===== config.mk =====
export PLATFORM = sky130hd
export DESIGN_NAME = pipe_stage_buf
export DESIGN_NICKNAME = d
export VERILOG_FILES = /design/src/rtl/pipe_pkg.sv /design/src/rtl/pipe_stage_buf.sv
export SDC_FILE = /design/constraint.sdc
export NUM_CORES = 1
export LEC_CHECK = 0
export CAP_MARGIN = 20
export CORE_UTILIZATION = 30
export CTS_BUF_LIST = sky130_fd_sc_hd__clkbuf_8
export CTS_CLUSTER_DIAMETER = 100
export CTS_CLUSTER_SIZE = 14
export DETAILED_ROUTE_END_ITERATION = 16
export SLEW_MARGIN = 20
export SYNTH_ARGS = -nofsm -noshare
export SYNTH_HDL_FRONTEND = slang
export SYNTH_SLANG_ARGS = --single-unit
export TNS_END_PERCENT = 30

===== constraint.sdc =====
create_clock -name clk -period 4.7 [get_ports clk]
set_input_delay 1.175 -clock clk [delete_from_list [all_inputs] [get_ports clk]]
set_output_delay 1.175 -clock clk [all_outputs]
set_load 0.02 [all_outputs]

===== src/rtl/pipe_pkg.sv =====
// Shared pipeline definitions: stall-vector encoding and stage-buffer occupancy states.
package pipe_pkg;

    localparam int unsigned StallW = 6;

    localparam logic Stop   = 1'b1;
    localparam logic NoStop = 1'b0;

    // Encoding doubles as the occupancy count driven on the port.
    typedef enum logic [1:0] {
        StEmpty = 2'd0,
        StOne   = 2'd1,
        StFull  = 2'd2
    } occ_e;

endpackage


===== src/rtl/pipe_stage_buf.sv =====
// Two-entry (main + skid) pipeline stage buffer with stall-vector freeze, flush and bubble stats.
// in_ready depends only on registered state and stall, so it never combinationally follows out_ready.
module pipe_stage_buf
    import pipe_pkg::*;
#(
    parameter int unsigned          PAYLOAD_W = 256,
    parameter int unsigned          STAGE_IDX = 2,
    parameter logic [PAYLOAD_W-1:0] NOP_VALUE = '0
) (
    input  logic                 clk,
    input  logic                 rst,
    input  logic                 flush,
    input  logic [StallW-1:0]    stall,
    input  logic                 in_valid,
    output logic                 in_ready,
    input  logic [PAYLOAD_W-1:0] in_payload,
    output logic                 out_valid,
    input  logic                 out_ready,
    output logic [PAYLOAD_W-1:0] out_payload,
    output logic [1:0]           occupancy,
    input  logic                 clr_stats,
    output logic [15:0]          bubble_cnt
);

    if (STAGE_IDX > 4 || PAYLOAD_W < 1) begin : gen_param_check
        $error("pipe_stage_buf: STAGE_IDX must be 0..4 and PAYLOAD_W >= 1");
    end

    occ_e                 state_q;
    logic [PAYLOAD_W-1:0] main_q;
    logic [PAYLOAD_W-1:0] skid_q;
    logic [15:0]          bubble_q;

    logic freeze_up;
    logic freeze_dn;
    logic in_fire;
    logic out_fire;
    logic unused_stall;

    assign freeze_up    = (stall[STAGE_IDX] == Stop);
    assign freeze_dn    = (stall[STAGE_IDX+1] == Stop);
    assign unused_stall = ^stall;

    assign in_ready    = (state_q != StFull) && !freeze_up;
    assign out_valid   = (state_q != StEmpty);
    assign out_payload = out_valid ? main_q : NOP_VALUE;
    assign occupancy   = state_q;
    assign bubble_cnt  = bubble_q;

    assign in_fire  = in_valid && in_ready;
    assign out_fire = out_valid && out_ready && !freeze_dn;

    always_ff @(posedge clk or negedge rst) begin
        if (!rst) begin
            state_q <= StEmpty;
            main_q  <= NOP_VALUE;
            skid_q  <= NOP_VALUE;
        end else if (flush) begin
            state_q <= StEmpty;
            main_q  <= NOP_VALUE;
            skid_q  <= NOP_VALUE;
        end else begin
            unique case (state_q)
                StEmpty: begin
                    if (in_fire) begin
                        state_q <= StOne;
                        main_q  <= in_payload;
                    end
                end
                StOne: begin
                    if (in_fire && out_fire) begin
                        main_q <= in_payload;
                    end else if (in_fire) begin
                        state_q <= StFull;
                        skid_q  <= in_payload;
                    end else if (out_fire) begin
                        state_q <= StEmpty;
                    end
                end
                StFull: begin
                    if (out_fire) begin
                        state_q <= StOne;
                        main_q  <= skid_q;
                    end
                end
                default: state_q <= StEmpty;
            endcase
        end
    end

    // Clear takes priority over a same-cycle increment.
    always_ff @(posedge clk or negedge rst) begin
        if (!rst) begin
            bubble_q <= '0;
        end else if (clr_stats) begin
            bubble_q <= '0;
        end else if (!out_valid && !freeze_dn && !flush && (bubble_q != 16'hFFFF)) begin
            bubble_q <= bubble_q + 16'd1;
        end
    end

endmodule


==> results of run 1 <==
## synthesized netlist by cell type (all sizes together), types with 2 or more instances
cell type | count | share of area (%)
nand2 | 518 | 7.4
inv | 4 | 0.057
dfrtp | 530 | 51
nand3 | 5 | 0.096
clkbuf | 92 | 1.3
nor2b | 258 | 6.2
o21ai | 8 | 0.15
mux2 | 257 | 11
ha | 5 | 0.24
nand4 | 7 | 0.17
or3 | 8 | 0.19
nand2b | 2 | 0.048
a21oi | 272 | 5.2
o41ai | 3 | 0.13
and3 | 3 | 0.072
or4 | 6 | 0.17
o31ai | 6 | 0.17
nor2 | 261 | 3.8
buf | 112 | 2.4
mux2i | 257 | 9.8
## placed cells by master (no fill, tap or decap), types with 2 or more instances in the layout
| cell type | instances |
|---|---|
| clkdlybuf4s50_1 | 537 |
| dfrtp_1 | 530 |
| nand2_1 | 518 |
| a21oi_1 | 271 |
| nor2_1 | 261 |
| nor2b_1 | 258 |
| mux2i_1 | 257 |
| mux2_2 | 236 |
| clkbuf_8 | 48 |
| buf_12 | 25 |
| mux2_1 | 21 |
| buf_4 | 21 |
| diode_2 | 12 |
| or3_1 | 8 |
| o21ai_0 | 7 |
| nand4_1 | 7 |
| o31ai_1 | 6 |
| or4_1 | 6 |
| inv_1 | 5 |
| nand3_1 | 5 |
| and3_1 | 3 |
| ha_1 | 3 |
| o41ai_1 | 2 |
| ha_4 | 2 |
| clkinvlp_4 | 2 |
| buf_8 | 2 |
## worst paths after layout
path | startpoint | endpoint | slack [ps] | depth (start not counted)
max in group asynchronous | rst | main_q[75] | 3130 | 3
hold reg to reg | main_q[226] | main_q[226] | 490 | 1
setup reg to reg | occupancy[0] | bubble_cnt[9] | 1180 | 7
hold / removal | main_q[226] | main_q[226] | 490 | 1
min in group asynchronous | rst | skid_q[52] | 510 | 1
setup / recovery | occupancy[0] | out_payload[213] | 310 | 5
## power by group
group,internal (mW),total (mW),switching (mW)
registers,5.00,5.20,0.200
clock network,0.929,2.54,1.61
logic,1.35,2.83,1.48
## area by class of cell
type | instances | area (sq um)
fill | 8659 | 52200
multi-input combinational | 1891 | 11900
tap | 1144 | 1430
clock inverter | 6 | 48.8
inverter | 4 | 15.0
sequential | 530 | 13300
timing repair buffer | 585 | 6060
clock buffer | 48 | 661
antenna | 12 | 30.0
## flip-flops by register name, indices dropped and copies added, names as in the netlist
register / count
main_q: 256
skid_q: 256
occupancy: 2
bubble_cnt: 16
## logic make-up (layout without fill, tap and decap cells)
kind of cell / Yosys count / after routing / synth area share (%)
buffers and inverters: 208 / 643 / 3.74
muxes: 514 / 514 / 20.9
DFF: 530 / 530 / 50.8
and+or+nand+nor: 1075 / 1075 / 18.4
adders and majority gates: 5 / 5 / 0.239
other: 0 / 12 / 0
xor gates and xnor gates: 1 / 1 / 0.0335
AOI/OAI and AO/OA: 296 / 296 / 5.87
## metal layers
layer  vias to the layer above  global-route usage, %  part of all wire (%)
met5                         -                      0                  0.17
met4                        18                   4.93                   2.1
met3                       102                   4.16                   5.5
met2                       371                   27.1                    48
met1                      9637                   22.3                    44
li1                       9507                      -                     -
## through the flow
step,cells,utilization (%),instance area [sq um]
finish,4220,39.0,33500
global route,4220,39.0,33500
CTS,4208,39.0,33400
detailed placement,4154,38.2,32700
global placement,4154,38.2,32700
floorplan,2629,-,26100
==> metrics list, run 1 <==
- The worst path uses 93.3% of the clock period.
- The core region is 85700 sq um.
- Register bit total from synthesis: 530
- A synthesized cell averages 9.94 sq um.
- Highest achievable clock rate: 228 MHz
- Dividing the detail-routed wire length by the instance count gives 18.1 um.
* Pin count of the biggest net entering global routing: 185
- Clk Latency, worst-skew pair: 640 ps
- The critical path in this run is classified as flop to primary output.
- In this run, distinct cell masters in the synthesized netlist total 40.
- # resized after CTS: 0
- In this run the worst path has a maximum fanout of 57.
* Row Count: 107
- Share of final-layout standard cells stronger than drive strength 1: 11.3%
- Across the run, the number of max-cap violations was 0.
* Total of buffers placed on input and output ports: 539
* Family of cells with the greatest summed delay on the critical path: buffers and inverters
- Maximum VDD drop: 0.000196 V
- The routed design could run at a clock period as short as 4390 ps.
- Global routing used 16.9% of the available tracks.
- After the last flow step, the layout net total stands at 3330.
- Post-Place Setup Slack: 880 ps
- Total number of vias: 19600
- Setup slack after layout: 313 ps
* Worst slew margin relative to its limit: 28.9%
- Summed over all cells, the static leakage comes to 13.2 nW.
* Syn Nets: 2902
* Via/cell ratio: 4.65
* Buffers from clock root to sink, at most: 3
- Setup violations remaining at the end of the flow were counted as 0.
* Post-detailed-routing wire length: 76200 um
* Final clock skew: 33.8 ps
- Worst Path Arrival: 3210 ps
- Result of the run: completed
- Type of destination of the critical path: primary output
- In this run the remaining antenna-violating nets after routing total 0.
- Clock transition time at the flip-flop clock pins of the worst setup and hold paths: 90 ps
* Asr flop ratio synth: 100%
- The wire-length estimate of the detail-placed layout is 49600 um.
* Netlist area before placement: 26100 sq um
- Setup Total Neg Slack: 0 ps
- The tightest hold path in the finished design has a slack of 491 ps.
- Number of global-route vias before repair: 19100
- The die covers 88300 sq um.
- Critical-path cell list: inv_1 -> ha_4 -> buf_4 -> nor2b_1 -> clkdlybuf4s50_1
- Placer's final routability congestion estimate: 0.799
- For the pin with the worst max-slew slack, the measured transition is 1070 ps.
- The slowest stage of the critical path is the ha_4 cell.
- The final hold violation count was 0.
- Relative to the synthesized area, the layout overhead comes to 28.1%.
- Element type at the critical path start: flop
- Post-synthesis instance total: 2629
* Most common flop cell mapped by yosys: dfrtp_1
* Number of buffers added for setup after CTS: 0
- Wire length of the first global-routing pass: 118000 um
- TritonCTS clock tree: done
* Number of CTS-inserted buffers: 45
* Boundary pin count: 544
- Power density normalized to cell area: 316 nW/um^2
- Max-slew violation total from the final report: 0
- Sequential elements use 50.8% of the synthesized area.
- Number of clock sinks: 530
* Crit path buffers/inverters: 3
* Antenna violations before repair: 23
* Initial DRC Count: 1048
- After clock tree synthesis, the flow added hold-fix buffers numbering 0.
- DRT Pass-1 Iters: 7
* Die X: 297 um
- The tightest min-delay check is of the flop to flop type.
- CTS built an H-tree with a depth of 2.
- Number of enable-type register cells in the synthesized netlist: 0
- In this run the clock root is driven by a clkbuf_8.
* Unrepaired setup endpoints after global routing: no
* Required time at the endpoint of the critical path: 3520 ps
- The Yosys step of the flow raised 0 warnings.
- In the routed design, unresolved DRC markers number 0.
- Height of the die: 297 um
- For this run the aggregate overflow at the end of global routing stands at 0.
- For this configuration, the core starts out at a cell density of 30.5%.
- Crit path largest cell delay: 790 ps
* Power Total: 10.6 mW
Note: power is estimated with default switching activity, not from simulation.
==> run 2, diff against run 1 <==
- CTS_CLUSTER_SIZE: 14 -> 28
- RECOVER_POWER: unset -> 50
==> metrics list, run 2 (synthesis results as in run 1) <==
- Result of the run: complete, but fails checks
- The checks that failed: max-capacitance violations, max-slew violations.
- The average via count per standard cell is 4.64 (-0.19%).
- Boundary pin count: 544 (unchanged)
* Routed length per instance: 18.0 um (-0.11%)
- Number of nets with antenna violations after detailed routing: 0 (unchanged)
- The critical-path maximum fanout came to 30 (-47%).
* Leakage power: 13.1 nW (-0.54%)
* Highest achievable clock rate: 235 MHz (+3.1%)
- Core region area: 85700 sq um (unchanged)
* Filler instances: 8683 (+0.28%)
* GR Overflow Total: 0 (unchanged)
- The worst setup path is launched from a flop.
* Worst reg2reg path startpoint: occupancy[0]
- The register-to-register setup slack is 690 ps (-490 ps).
- Maximum VDD drop: 0.000253 V (+29%)
- The cts-stage hold buffer count came to 0 (unchanged).
* Row Count: 107 (unchanged)
- In this run the worst hold path is classified as flop to flop.
- Initial standard-cell utilization of the core: 30.5% (unchanged)
* Final clock skew: 34.1 ps (+0.273 ps)
* Number of clock sinks: 530 (unchanged)
- Required time at the endpoint of the critical path: 3520 ps (about the same)
- The global-route wire length before repair came to 117000 um (-0.62%).
* Die X: 297 um (unchanged)
- The largest net degree at the start of global routing was 185 (unchanged).
- The floorplan die height is 297 um (unchanged).
- Dpl hpwl: 49600 um (unchanged)
- The worst setup path is of the flop to primary output kind.
- Final critical-path share of the clock period: 90.5% (-2.8 points)
- The library cells used most frequently in the layout, excluding fill and tap cells, are 537 x clkdlybuf4s50_1, 530 x dfrtp_1, 518 x nand2_1.
* Buffers from clock root to sink, at most: 3 (unchanged)
- Share of final-layout standard cells stronger than drive strength 1: 10.9% (-0.35 points)
* Total number of vias: 19600 (-0.26%)
* Final core area utilization: 38.9% (-0.19 points)
* Max-slew violation total from the final report: 469 (+469)
* Startpoint of the worst setup timing path: occupancy[0]
- Post-route DRC violation count: 0 (unchanged)
- Initial DRC Count: 1047 (-0.095%)
- The measured slew at the worst slew-check pin was 2340 ps (+1270 ps).
- Leaving out fill and tap cells, the most frequent cell in the layout is clkdlybuf4s50_1.
- Post-detailed-routing wire length: 76100 um (-0.18%)
* Antenna violations before repair: 21 (-8.7%)
- The worst setup path is captured at a primary output.
* TritonCTS clock tree: done
* Placer's final routability congestion estimate: 0.799 (unchanged)
* Fin nets: 3314 (-0.48%)
- Worst Path Arrival: 3080 ps (-130 ps)
- Clock root buffer: clkbuf_8
- Setup Total Neg Slack: 0 ps (unchanged)
- The number of buffers inserted during clock tree synthesis came to 28 (-38%).
* Clock transition time at the flip-flop clock pins of the worst setup and hold paths: 150 ps (+60 ps)
- DRT Pass-1 Iters: 5 (-2)
* Period minus WS final: 4250 ps (-134 ps)
- The number of gates resized after CTS came to 0 (unchanged).
* H-Tree Level Count: 1 (-1)
* Clk Latency, worst-skew pair: 690 ps (+50 ps)
- Number of global-route vias before repair: 18900 (-0.98%)
- The global router's overall resource usage came to 16.7% (-0.20 points).
- The count of input and output buffers is 539 (unchanged).
* Depth of the worst register-to-register path: 7 (unchanged)
- Following the worst setup path forward leads to its endpoint at out_payload[20].
* Power density normalized to cell area: 315 nW/um^2 (-0.38%)
- Relative to the synthesized area, the layout overhead comes to 27.5%.
- The die area came to 88300 sq um (unchanged).
- Setup repair after global routing left no endpoint under its margin.
* Capture instance of the worst register-to-register path: skid_q[17]
- The headroom to the max-slew limit came to -55.8% (-85 points).
* Count of placed standard cells in the final layout, fillers left out: 4217 (-0.071%)
- The number of placed cells counting well taps came to 4154 (unchanged).
- Power Total: 10.5 mW (-0.86%)
- Max Cap Viol: 5 (+5)
- Setup-violating endpoint count in the final report: 0 (unchanged)
- Count of final hold-check violations: 0 (unchanged)
==> run 2: changes by cell type in the layout (fill, tap and decap cells not counted), sizes merged <==
cell / before / now
buf: 48 / 38
bufinv: 0 / 1
clkbuf: 48 / 44
clkinv: 2 / 7
clkinvlp: 2 / 4
diode: 12 / 11
inv: 6 / 10
==> run 2: timing repair <==
item                                   4_1_cts  5_1_grt
endpoints found under the hold margin        0        0
setup buffers                                0        1
setup endpoints to repair                    0        2
==> run 2: worst min path at each step <==
stage	start	to	slack, ps	depth (start not counted)
floorplan	main_q[207]	main_q[207]	460	1
global placement	main_q[211]	main_q[211]	470	1
detailed placement	main_q[209]	main_q[209]	470	1
CTS	rst	skid_q[52]	390	1
global route	main_q[226]	main_q[226]	510	1
finish	main_q[226]	main_q[226]	500	1
==> run 2: layer usage <==
metal	GRT usage (%)	routed length [um]
met1	22.2	33700
met2	27.2	36700
met3	3.86	4170
met5	0	119
met4	3.94	1410
==> run 2: report_power, final <==
part           switching (mW)  internal, mW  leakage [nW]
Clock                    1.67         0.773         0.339
Combinational            1.48          1.35          5.65
Sequential              0.200          5.00          7.11
==> run 2: cell type report <==
| class | instances | area [sq um] | share of cell area, % |
|---|---|---|---|
| clock inverters | 18 | 239 | 0.718 |
| well taps | 1144 | 1430 | 4.30 |
| flip-flops and latches | 530 | 13300 | 39.8 |
| diodes | 11 | 27.5 | 0.0827 |
| clock buffers | 33 | 454 | 1.36 |
| multi-input cells | 1891 | 11900 | 35.7 |
| inverters | 4 | 15.0 | 0.0451 |
| repair buffers | 586 | 5970 | 17.9 |
==> run 2: through the flow <==
stage / worst slack, ps / hold WS, ps / cell area, sq um
final: 447 / 502 / 33300
after floorplan: 1850 / 456 / 26100
after detailed placement: 880 / 474 / 32700
after global placement: 858 / 469 / 32700
after global routing: 169 / 512 / 33300
after CTS: 42.0 / 394 / 33400
==> run 2: critical path: stages (launching register included) <==
cell	delay (ps)
dfrtp_1	440
inv_1	140
ha_4	380
nor2b_1	670
clkdlybuf4s50_1	740
